`src/rtl/opll_seq_pkg.sv`:
```
// Shared types and default timing for the OPLL write sequencer.
//
// Contents:
//   seq_state_e   - bus sequencing states
//   *_DEF         - default strobe width and wait times, in clk cycles
//   wr_pair_t     - one buffered host write (register address + data)
package opll_seq_pkg;

  typedef enum logic [2:0] {
    IDLE,
    ADDR_STB,
    ADDR_GAP,
    DATA_STB,
    DATA_GAP
  } seq_state_e;

  localparam int WR_PULSE_DEF  = 2;
  localparam int ADDR_WAIT_DEF = 12;
  localparam int DATA_WAIT_DEF = 84;

  typedef struct packed {
    logic [7:0] addr;
    logic [7:0] data;
  } wr_pair_t;

endpackage

```
`src/rtl/opll_write_sequencer_if.sv`:
```
// Host write port plus IKAOPLL bus pins of the OPLL write sequencer.
//
// Signals:
//   i_req_valid/o_req_ready/i_req_addr/i_req_data - host write handshake
//   o_D/o_A0/o_WR_n/o_CS_n                         - IKAOPLL bus pins
//   o_busy/o_fifo_count                            - status
// Modports:
//   master - host side (drives requests, observes everything else)
//   slave  - the sequencer itself
interface opll_write_sequencer_if #(
  parameter int FIFO_DEPTH = 4
);
  logic                          i_req_valid;
  logic                          o_req_ready;
  logic [7:0]                    i_req_addr;
  logic [7:0]                    i_req_data;
  logic [7:0]                    o_D;
  logic                          o_A0;
  logic                          o_WR_n;
  logic                          o_CS_n;
  logic                          o_busy;
  logic [$clog2(FIFO_DEPTH):0]   o_fifo_count;

  modport master (
    output i_req_valid, i_req_addr, i_req_data,
    input  o_req_ready, o_D, o_A0, o_WR_n, o_CS_n, o_busy, o_fifo_count
  );

  modport slave (
    input  i_req_valid, i_req_addr, i_req_data,
    output o_req_ready, o_D, o_A0, o_WR_n, o_CS_n, o_busy, o_fifo_count
  );
endinterface

```
`src/rtl/opll_seq_fifo.sv`:
```
// Small synchronous FIFO holding pending write pairs.
//
// Ports:
//   clk, rst  - clock, synchronous active-high reset
//   push_i    - write wdata_i (ignored when full)
//   wdata_i   - entry to store
//   pop_i     - drop the head entry (ignored when empty)
//   rdata_o   - head entry, valid whenever empty_o is low
//   full_o, empty_o, count_o - occupancy status
module opll_seq_fifo #(
  parameter int DEPTH = 4,
  parameter int WIDTH = 16
) (
  input  logic                     clk,
  input  logic                     rst,
  input  logic                     push_i,
  input  logic [WIDTH-1:0]         wdata_i,
  input  logic                     pop_i,
  output logic [WIDTH-1:0]         rdata_o,
  output logic                     full_o,
  output logic                     empty_o,
  output logic [$clog2(DEPTH):0]   count_o
);
  localparam int AW = $clog2(DEPTH);

  logic [WIDTH-1:0] mem_q [DEPTH];
  logic [AW-1:0]    wr_ptr_q;
  logic [AW-1:0]    rd_ptr_q;
  logic [AW:0]      count_q;
  logic             push_ok;
  logic             pop_ok;

  assign full_o  = (count_q == (AW+1)'(DEPTH));
  assign empty_o = (count_q == '0);
  assign count_o = count_q;
  assign rdata_o = mem_q[rd_ptr_q];
  assign push_ok = push_i && !full_o;
  assign pop_ok  = pop_i && !empty_o;

  // Storage needs no reset; only the pointers and count define what is valid.
  always_ff @(posedge clk) begin
    if (push_ok) begin
      mem_q[wr_ptr_q] <= wdata_i;
    end
  end

  // Pointers wrap naturally because DEPTH is a power of two.
  always_ff @(posedge clk) begin
    if (rst) begin
      wr_ptr_q <= '0;
      rd_ptr_q <= '0;
      count_q  <= '0;
    end else begin
      if (push_ok) begin
        wr_ptr_q <= wr_ptr_q + AW'(1);
      end
      if (pop_ok) begin
        rd_ptr_q <= rd_ptr_q + AW'(1);
      end
      case ({push_ok, pop_ok})
        2'b10:   count_q <= count_q + (AW+1)'(1);
        2'b01:   count_q <= count_q - (AW+1)'(1);
        default: count_q <= count_q;
      endcase
    end
  end

endmodule

```
`src/rtl/opll_write_sequencer.sv`:
```
// Buffers host register writes and replays each as an address strobe followed
// by a data strobe on the IKAOPLL bus, inserting the YM2413 wait times.
//
// Ports:
//   clk  - single clock (phiM runs at clk)
//   rst  - synchronous active-high reset, aborts any write in flight
//   bus  - opll_write_sequencer_if.slave: host handshake, bus pins, status
//
// Optional feature (macro OPLL_SEQ_ADDR_CACHE_EN): remember the last address
// driven to the chip and skip the address phase when the next pair reuses it.
module opll_write_sequencer
  import opll_seq_pkg::*;
#(
  parameter int FIFO_DEPTH = 4,
  parameter int WR_PULSE   = WR_PULSE_DEF,
  parameter int ADDR_WAIT  = ADDR_WAIT_DEF,
  parameter int DATA_WAIT  = DATA_WAIT_DEF
) (
  input logic                   clk,
  input logic                   rst,
  opll_write_sequencer_if.slave bus
);
  localparam int CW = $clog2(FIFO_DEPTH) + 1;
  localparam logic [7:0] STB_LOAD  = 8'(WR_PULSE - 1);
  localparam logic [7:0] ADDR_LOAD = 8'(ADDR_WAIT - 1);
  localparam logic [7:0] DATA_LOAD = 8'(DATA_WAIT - 1);

  seq_state_e    state_q, state_d;
  logic [7:0]    cnt_q, cnt_d;
  logic [7:0]    addr_q, addr_d;
  logic [7:0]    data_q, data_d;
  logic [7:0]    d_q;
  logic          a0_q, wr_n_q, cs_n_q, busy_q;
  wr_pair_t      push_pair, head_pair;
  logic          fifo_full, fifo_empty, fifo_push, fifo_pop;
  logic [CW-1:0] fifo_count;
  logic          start_pair;
  logic          hit;

  assign push_pair = '{addr: bus.i_req_addr, data: bus.i_req_data};
  assign fifo_push = bus.i_req_valid && !fifo_full;

  opll_seq_fifo #(
    .DEPTH (FIFO_DEPTH),
    .WIDTH ($bits(wr_pair_t))
  ) u_fifo (
    .clk     (clk),
    .rst     (rst),
    .push_i  (fifo_push),
    .wdata_i (push_pair),
    .pop_i   (fifo_pop),
    .rdata_o (head_pair),
    .full_o  (fifo_full),
    .empty_o (fifo_empty),
    .count_o (fifo_count)
  );

`ifdef OPLL_SEQ_ADDR_CACHE_EN
  logic       cache_vld_q, cache_vld_d;
  logic [7:0] cache_addr_q, cache_addr_d;

  assign hit = cache_vld_q && (head_pair.addr == cache_addr_q);

  // The chip's address latch still holds whatever the last ADDR_STB drove.
  always_comb begin
    cache_vld_d  = cache_vld_q;
    cache_addr_d = cache_addr_q;
    if (start_pair && !hit) begin
      cache_vld_d  = 1'b1;
      cache_addr_d = head_pair.addr;
    end
  end

  always_ff @(posedge clk) begin
    if (rst) begin
      cache_vld_q  <= 1'b0;
      cache_addr_q <= '0;
    end else begin
      cache_vld_q  <= cache_vld_d;
      cache_addr_q <= cache_addr_d;
    end
  end
`else
  assign hit = 1'b0;
`endif

  // Next state: each phase loads the counter with (length - 1) on entry and
  // advances once it reaches zero. A pair is popped either from IDLE or at the
  // end of DATA_GAP, so back-to-back pairs never pass through IDLE.
  always_comb begin
    state_d    = state_q;
    cnt_d      = cnt_q;
    addr_d     = addr_q;
    data_d     = data_q;
    start_pair = 1'b0;
    case (state_q)
      IDLE: begin
        if (!fifo_empty) start_pair = 1'b1;
      end
      ADDR_STB: begin
        if (cnt_q == '0) begin
          state_d = ADDR_GAP;
          cnt_d   = ADDR_LOAD;
        end else begin
          cnt_d = cnt_q - 8'd1;
        end
      end
      ADDR_GAP: begin
        if (cnt_q == '0) begin
          state_d = DATA_STB;
          cnt_d   = STB_LOAD;
        end else begin
          cnt_d = cnt_q - 8'd1;
        end
      end
      DATA_STB: begin
        if (cnt_q == '0) begin
          state_d = DATA_GAP;
          cnt_d   = DATA_LOAD;
        end else begin
          cnt_d = cnt_q - 8'd1;
        end
      end
      DATA_GAP: begin
        if (cnt_q == '0) begin
          if (!fifo_empty) start_pair = 1'b1;
          else             state_d    = IDLE;
        end else begin
          cnt_d = cnt_q - 8'd1;
        end
      end
      default: state_d = IDLE;
    endcase
    if (start_pair) begin
      addr_d  = head_pair.addr;
      data_d  = head_pair.data;
      cnt_d   = STB_LOAD;
      state_d = hit ? DATA_STB : ADDR_STB;
    end
  end

  assign fifo_pop = start_pair;

  // State, phase counter and holding registers.
  always_ff @(posedge clk) begin
    if (rst) begin
      state_q <= IDLE;
      cnt_q   <= '0;
      addr_q  <= '0;
      data_q  <= '0;
    end else begin
      state_q <= state_d;
      cnt_q   <= cnt_d;
      addr_q  <= addr_d;
      data_q  <= data_d;
    end
  end

  // Bus pins are registered from the current state, so they trail the state
  // by one cycle; D and A0 keep their last value outside strobes.
  always_ff @(posedge clk) begin
    if (rst) begin
      d_q    <= '0;
      a0_q   <= 1'b0;
      wr_n_q <= 1'b1;
      cs_n_q <= 1'b1;
      busy_q <= 1'b0;
    end else begin
      busy_q <= !fifo_empty || (state_q != IDLE);
      wr_n_q <= 1'b1;
      cs_n_q <= 1'b1;
      case (state_q)
        ADDR_STB: begin
          d_q    <= addr_q;
          a0_q   <= 1'b0;
          wr_n_q <= 1'b0;
          cs_n_q <= 1'b0;
        end
        DATA_STB: begin
          d_q    <= data_q;
          a0_q   <= 1'b1;
          wr_n_q <= 1'b0;
          cs_n_q <= 1'b0;
        end
        default: ;
      endcase
    end
  end

  assign bus.o_req_ready  = !fifo_full;
  assign bus.o_fifo_count = fifo_count;
  assign bus.o_D          = d_q;
  assign bus.o_A0         = a0_q;
  assign bus.o_WR_n       = wr_n_q;
  assign bus.o_CS_n       = cs_n_q;
  assign bus.o_busy       = busy_q;

endmodule
```
`src/flat_wrapper.sv`:
```
// flat-port wrapper written by rule: the top's interface ports become plain ports
module opll_write_sequencer_flat import opll_seq_pkg::*;
#(
  parameter int FIFO_DEPTH = 4,
  parameter int WR_PULSE   = WR_PULSE_DEF,
  parameter int ADDR_WAIT  = ADDR_WAIT_DEF,
  parameter int DATA_WAIT  = DATA_WAIT_DEF
)
  (clk, rst, bus_i_req_valid, bus_i_req_addr, bus_i_req_data, bus_o_req_ready, bus_o_D, bus_o_A0, bus_o_WR_n, bus_o_CS_n, bus_o_busy, bus_o_fifo_count);
  opll_write_sequencer_if #(.FIFO_DEPTH(FIFO_DEPTH)) bus_i ();
  input logic clk;
  input logic rst;
  input wire logic [$bits(bus_i.i_req_valid)-1:0] bus_i_req_valid;
  input wire logic [$bits(bus_i.i_req_addr)-1:0] bus_i_req_addr;
  input wire logic [$bits(bus_i.i_req_data)-1:0] bus_i_req_data;
  output wire logic [$bits(bus_i.o_req_ready)-1:0] bus_o_req_ready;
  output wire logic [$bits(bus_i.o_D)-1:0] bus_o_D;
  output wire logic [$bits(bus_i.o_A0)-1:0] bus_o_A0;
  output wire logic [$bits(bus_i.o_WR_n)-1:0] bus_o_WR_n;
  output wire logic [$bits(bus_i.o_CS_n)-1:0] bus_o_CS_n;
  output wire logic [$bits(bus_i.o_busy)-1:0] bus_o_busy;
  output wire logic [$bits(bus_i.o_fifo_count)-1:0] bus_o_fifo_count;
  assign bus_i.i_req_valid = bus_i_req_valid;
  assign bus_i.i_req_addr = bus_i_req_addr;
  assign bus_i.i_req_data = bus_i_req_data;
  assign bus_o_req_ready = bus_i.o_req_ready;
  assign bus_o_D = bus_i.o_D;
  assign bus_o_A0 = bus_i.o_A0;
  assign bus_o_WR_n = bus_i.o_WR_n;
  assign bus_o_CS_n = bus_i.o_CS_n;
  assign bus_o_busy = bus_i.o_busy;
  assign bus_o_fifo_count = bus_i.o_fifo_count;
  opll_write_sequencer #(.FIFO_DEPTH(FIFO_DEPTH), .WR_PULSE(WR_PULSE), .ADDR_WAIT(ADDR_WAIT), .DATA_WAIT(DATA_WAIT)) u_core (.clk(clk), .rst(rst), .bus(bus_i));
endmodule
```
`config.mk`:
```
export PLATFORM = sky130hd
export DESIGN_NAME = opll_write_sequencer_flat
export DESIGN_NICKNAME = d
export VERILOG_FILES = /design/src/rtl/opll_seq_pkg.sv /design/src/rtl/opll_write_sequencer_if.sv /design/src/rtl/opll_seq_fifo.sv /design/src/rtl/opll_write_sequencer.sv /design/src/flat_wrapper.sv
export SDC_FILE = /design/constraint.sdc
export NUM_CORES = 1
export LEC_CHECK = 0
export ABC_AREA = 0
export CELL_PAD_IN_SITES_DETAIL_PLACEMENT = 0
export CELL_PAD_IN_SITES_GLOBAL_PLACEMENT = 2
export CORE_AREA = 2 2 106 108
export DETAILED_ROUTE_END_ITERATION = 12
export DIE_AREA = 0 0 108 110
export PLACE_DENSITY_LB_ADDON = 0.1
export RECOVER_POWER = 50
export SLEW_MARGIN = 20
export SYNTH_ARGS = -nofsm -noshare
export SYNTH_HDL_FRONTEND = slang
export SYNTH_SLANG_ARGS = --single-unit
```
`constraint.sdc`:
```
create_clock -name clk -period 6.05 [get_ports clk]
set_input_delay 1.21 -clock clk [delete_from_list [all_inputs] [get_ports clk]]
set_output_delay 1.21 -clock clk [all_outputs]
set_load 0.02 [all_outputs]
```
==> results.py <==
metrics = {
    "synth": {
        "synth_commonest_cells": "64 x edfxtp_1, 45 x dfxtp_1, 31 x a21oi_1",
        "yosysSeqAreaShare_pct": 62.05,
        "synth.area.top_cells": "edfxtp_1 42%, dfxtp_1 20%, mux4_2 7.9%, a21oi_1 3.4%, o21ai_0 2.6%",
        "yosysMostFrequentCell": "edfxtp_1",
        "ys.flop_type": "edfxtp_1",
        "syn-num-nets": 379,
        "syn_area_mm2": 0.004549,
        "synth-seq-cells": 109,
        "ys_async_sr_fraction_pct": 0,
        "yosys.area.top_type": "edfxtp_1",
        "syn_inst": 352,
        "yosysTopAreaCellShare_pct": 42.24,
        "synth_cell_types": 55,
        "yosys_warnings": 0,
        "avgSynthCellArea_um2": 12.92,
        "synth-edff-count": 64,
    },
    "setup_path": {
        "worstPathArrival_ns": 3.50,
        "reg2reg_slack_ns": 2.84,
        "crit_fanout": 43,
        "cp-start-kind": "input pin",
        "critPathRequiredTime_ns": 6.22,
        "crit_path_top_delay_cell": "clkbuf_1",
        "worstPathCellList": "dlygate4sd3_1 -> clkbuf_1 -> a311o_1 -> o32ai_1",
        "cp_num_buf_inv": 2,
        "timing.rr.start": "u_core.state_q[1]$_SDFFE_PP0P_",
        "crit_family": "buffers and inverters",
        "critical_path_class": "input pin to flop",
        "crit_path_end_kind": "flop",
        "slowest_delay_ns": 1.44,
        "reg2reg_depth": 8,
        "rr_endpoint": "u_core.u_fifo.count_o[2]$_SDFFE_PP0P_",
    },
    "timing": {
        "fin_crit_sh_pct": 55.06,
        "clock-skew-final_ns": 0.01565,
        "final-setup-viol-count": 0,
        "maxSlewHeadroom_pct": -34.95,
        "fmax_mhz": 300.2,
        "worst_pin_slew_ns": 2.024,
        "finalHoldViolCount": 0,
        "setup_tns_ns": 0,
        "finalMaxSlewViolations": 44,
        "rsz0062_at_grt": "no",
        "setup_ws_ns": 2.719,
        "fin_crit_ns": 3.331,
    },
    "floorplan": {
        "die_area_mm2": 0.01188,
        "rows": 38,
        "core_area_mm2": 0.01070,
        "die_h_um": 110,
        "start_util_pct": 42.53,
        "die_width_um": 108,
        "ioPinCount": 35,
    },
    "placement": {
        "port_buffers": 34,
        "dpl.hpwl_um": 6047,
        "routabilityCongestion": 0.8042,
        "numPlacedInstances": 507,
        "placedInstanceArea_mm2": 0.005011,
        "place_worst_setup_slack_ns": 2.736,
    },
    "power": {
        "switchingPower_mw": 1.027,
        "power.share.combinational_pct": 41.9,
        "switching_share_pct": 39.51,
        "ir_worst_vdd_uv": 180.3,
        "internal_power_mw": 1.572,
        "clkPwrFrac_pct": 15.9,
        "p_per_area_mw_per_mm2": 500.5,
        "totalPowerFinal_mw": 2.599,
        "leakagePower_nw": 1.696,
        "seqPwrFrac_pct": 42.2,
    },
    "cells_and_area": {
        "synthToLayoutAreaGrowth_pct": 14.14,
        "drive_above_1_share_pct": 12.27,
        "antennaDiodeCount": 0,
        "finalNonFillerCells": 523,
        "fin_area_mm2": 0.005192,
        "nets": 405,
    },
    "detailed_routing": {
        "vias_per_cell": 5.497,
        "wl_um": 9519,
        "drt_first_iter_violations": 176,
        "drt_first_pass_iters": 4,
        "wl_per_cell_um": 18.20,
        "detail-route-antenna-nets": 0,
        "vias": 2875,
        "drcViolationCount": 0,
    },
    "global_routing": {
        "grt.overflow.total": 0,
        "grtUsageTotal_pct": 16.82,
        "grt_max_degree": 44,
        "grt_pass1_wl_um": 14870,
        "antenna_found_initial": 0,
        "grt_pass1_vias": 2747,
    },
    "min_path": {
        "hp-class": "flop to flop",
        "hold_depth": 2,
        "min_from": "u_core.bus.o_A0$_SDFFE_PP0N_",
        "hold_end": "u_core.bus.o_A0$_SDFFE_PP0N_",
    },
    "cts": {
        "cts-resized-gates": 0,
        "clk_pin_slew_ns": 0.10,
        "clk_latency_ns": 0.37,
        "cts.sinks": 109,
        "ctsHoldBuffers": 0,
        "cts_buffers": 9,
        "cts_setup_buffers": 0,
        "cts_tree": "done",
        "root_buffer": "clkbuf_8",
        "clock_path_buffers": 2,
        "cts-htree-levels": 3,
    },
    "run_status": {
        "status": "finished, violations left",
        "violations": "capacitance limit, slew limit",
    },
    "flow_run": {
        "cap_violations": 1,
    },
}
[layer usage]
metal  wire [um]  vias to the layer above  global-route usage [%]
met1        4538                     1407                   23.25
met4          87                        0                   5.586
li1            -                     1397                       -
met3         359                        8                   2.587
met2        4533                       63                   27.45
met5           0                        -                       0
[metrics by stage]
step	hold WS (ns)	util (%)
2_1_floorplan	0.4532	-
3_3_place_gp	0.4636	46.84
3_5_place_dp	0.4667	46.84
4_1_cts	0.4831	48.57
5_1_grt	0.4984	48.54
6_report	0.4797	48.54
[cells in the final DEF, fill, tap and decap left out, types with 3 or more instances in the layout]
master           synthesis  layout
and3_1                   5       5
nor3_1                   3       3
a21oi_1                 31      31
nor2_1                  20      19
nand3_1                 21      21
clkinv_4                 0       3
dlygate4sd3_1            0      17
ha_1                     7       7
clkdlybuf4s50_1          0      17
inv_1                    7       7
nand2b_1                 3       3
mux4_2                  16      16
a211oi_1                 9       9
mux2i_1                  9       9
a21o_1                   3       3
a31oi_1                  3       3
xnor2_1                  3       3
buf_4                    2       5
dfxtp_1                 45      45
or3_1                    5       5
edfxtp_1                64      64
nor3b_1                  4       4
nand2_1                 10      10
clkbuf_8                 0       9
o21ai_0                 24      24
[worst max-delay path by stage]
| stage | start | endpoint | slack, ns | cells after the start |
|---|---|---|---|---|
| global route | rst | u_core.cnt_q[0]$_SDFFE_PP0P_ | 2.51 | 4 |
| detailed placement | bus_i_req_valid | u_core.u_fifo.count_o[2]$_SDFFE_PP0P_ | 2.74 | 8 |
| global placement | bus_i_req_valid | u_core.u_fifo.count_o[2]$_SDFFE_PP0P_ | 2.81 | 8 |
| CTS | u_core.u_fifo.count_o[0]$_SDFFE_PP0P_ | u_core.u_fifo.count_o[2]$_SDFFE_PP0P_ | 2.85 | 8 |
| floorplan | bus_i_req_valid | u_core.u_fifo.count_o[2]$_SDFFE_PP0P_ | 3.41 | 7 |
| finish | rst | u_core.cnt_q[0]$_SDFFE_PP0P_ | 2.72 | 4 |
[state kept, by name (all words and copies together) (netlist names)]
signal and count:
u_core.data_q 8, u_core.u_fifo.rd_ptr_q 2, u_core.cnt_q 8, u_core.u_fifo.wr_ptr_q 2, u_core.u_fifo.count_o 3, u_core.bus.o_A0 1, u_core.bus.o_WR_n 1, u_core.state_q 3
u_core.u_fifo.mem_q 64, u_core.bus.o_busy 1, u_core.addr_q 8, u_core.bus.o_D 8
[power groups by stage]
stage                     clock network, mW  registers [mW]  logic, mW
final                                 0.413            1.10       1.09
after global routing                  0.454            1.12       1.21
after CTS                             0.429            1.10       1.09
after detailed placement                  0            1.12       1.09
after global placement                    0            1.11       1.10
after floorplan                           0            1.07      0.790
[tightest hold or removal path: cells and delay by family, from the launching register on]
family | cells | cell delay, ns
compound gates | 1 | 0.06
flops | 1 | 0.32
simple gates | 1 | 0.06
[cell families after synthesis]
group	synth area share, %
muxes	9.901
buffers and inverters	2.805
adders and majority gates	2.365
xor gates and xnor gates	0.9628
and+or+nand+nor	10.29
AOI/OAI and AO/OA	11.63
DFF	62.05
[final cells by class]
type | count | area, um2
Tap cell | 140 | 175.2
Inverter | 7 | 26.28
Clock inverter | 7 | 61.31
Clock buffer | 9 | 123.9
Multi-Input combinational cell | 211 | 1602
Sequential cell | 109 | 2823
Fill cell | 981 | 5505
Timing Repair Buffer | 40 | 381.6
(Power assumes the default switching activity.)
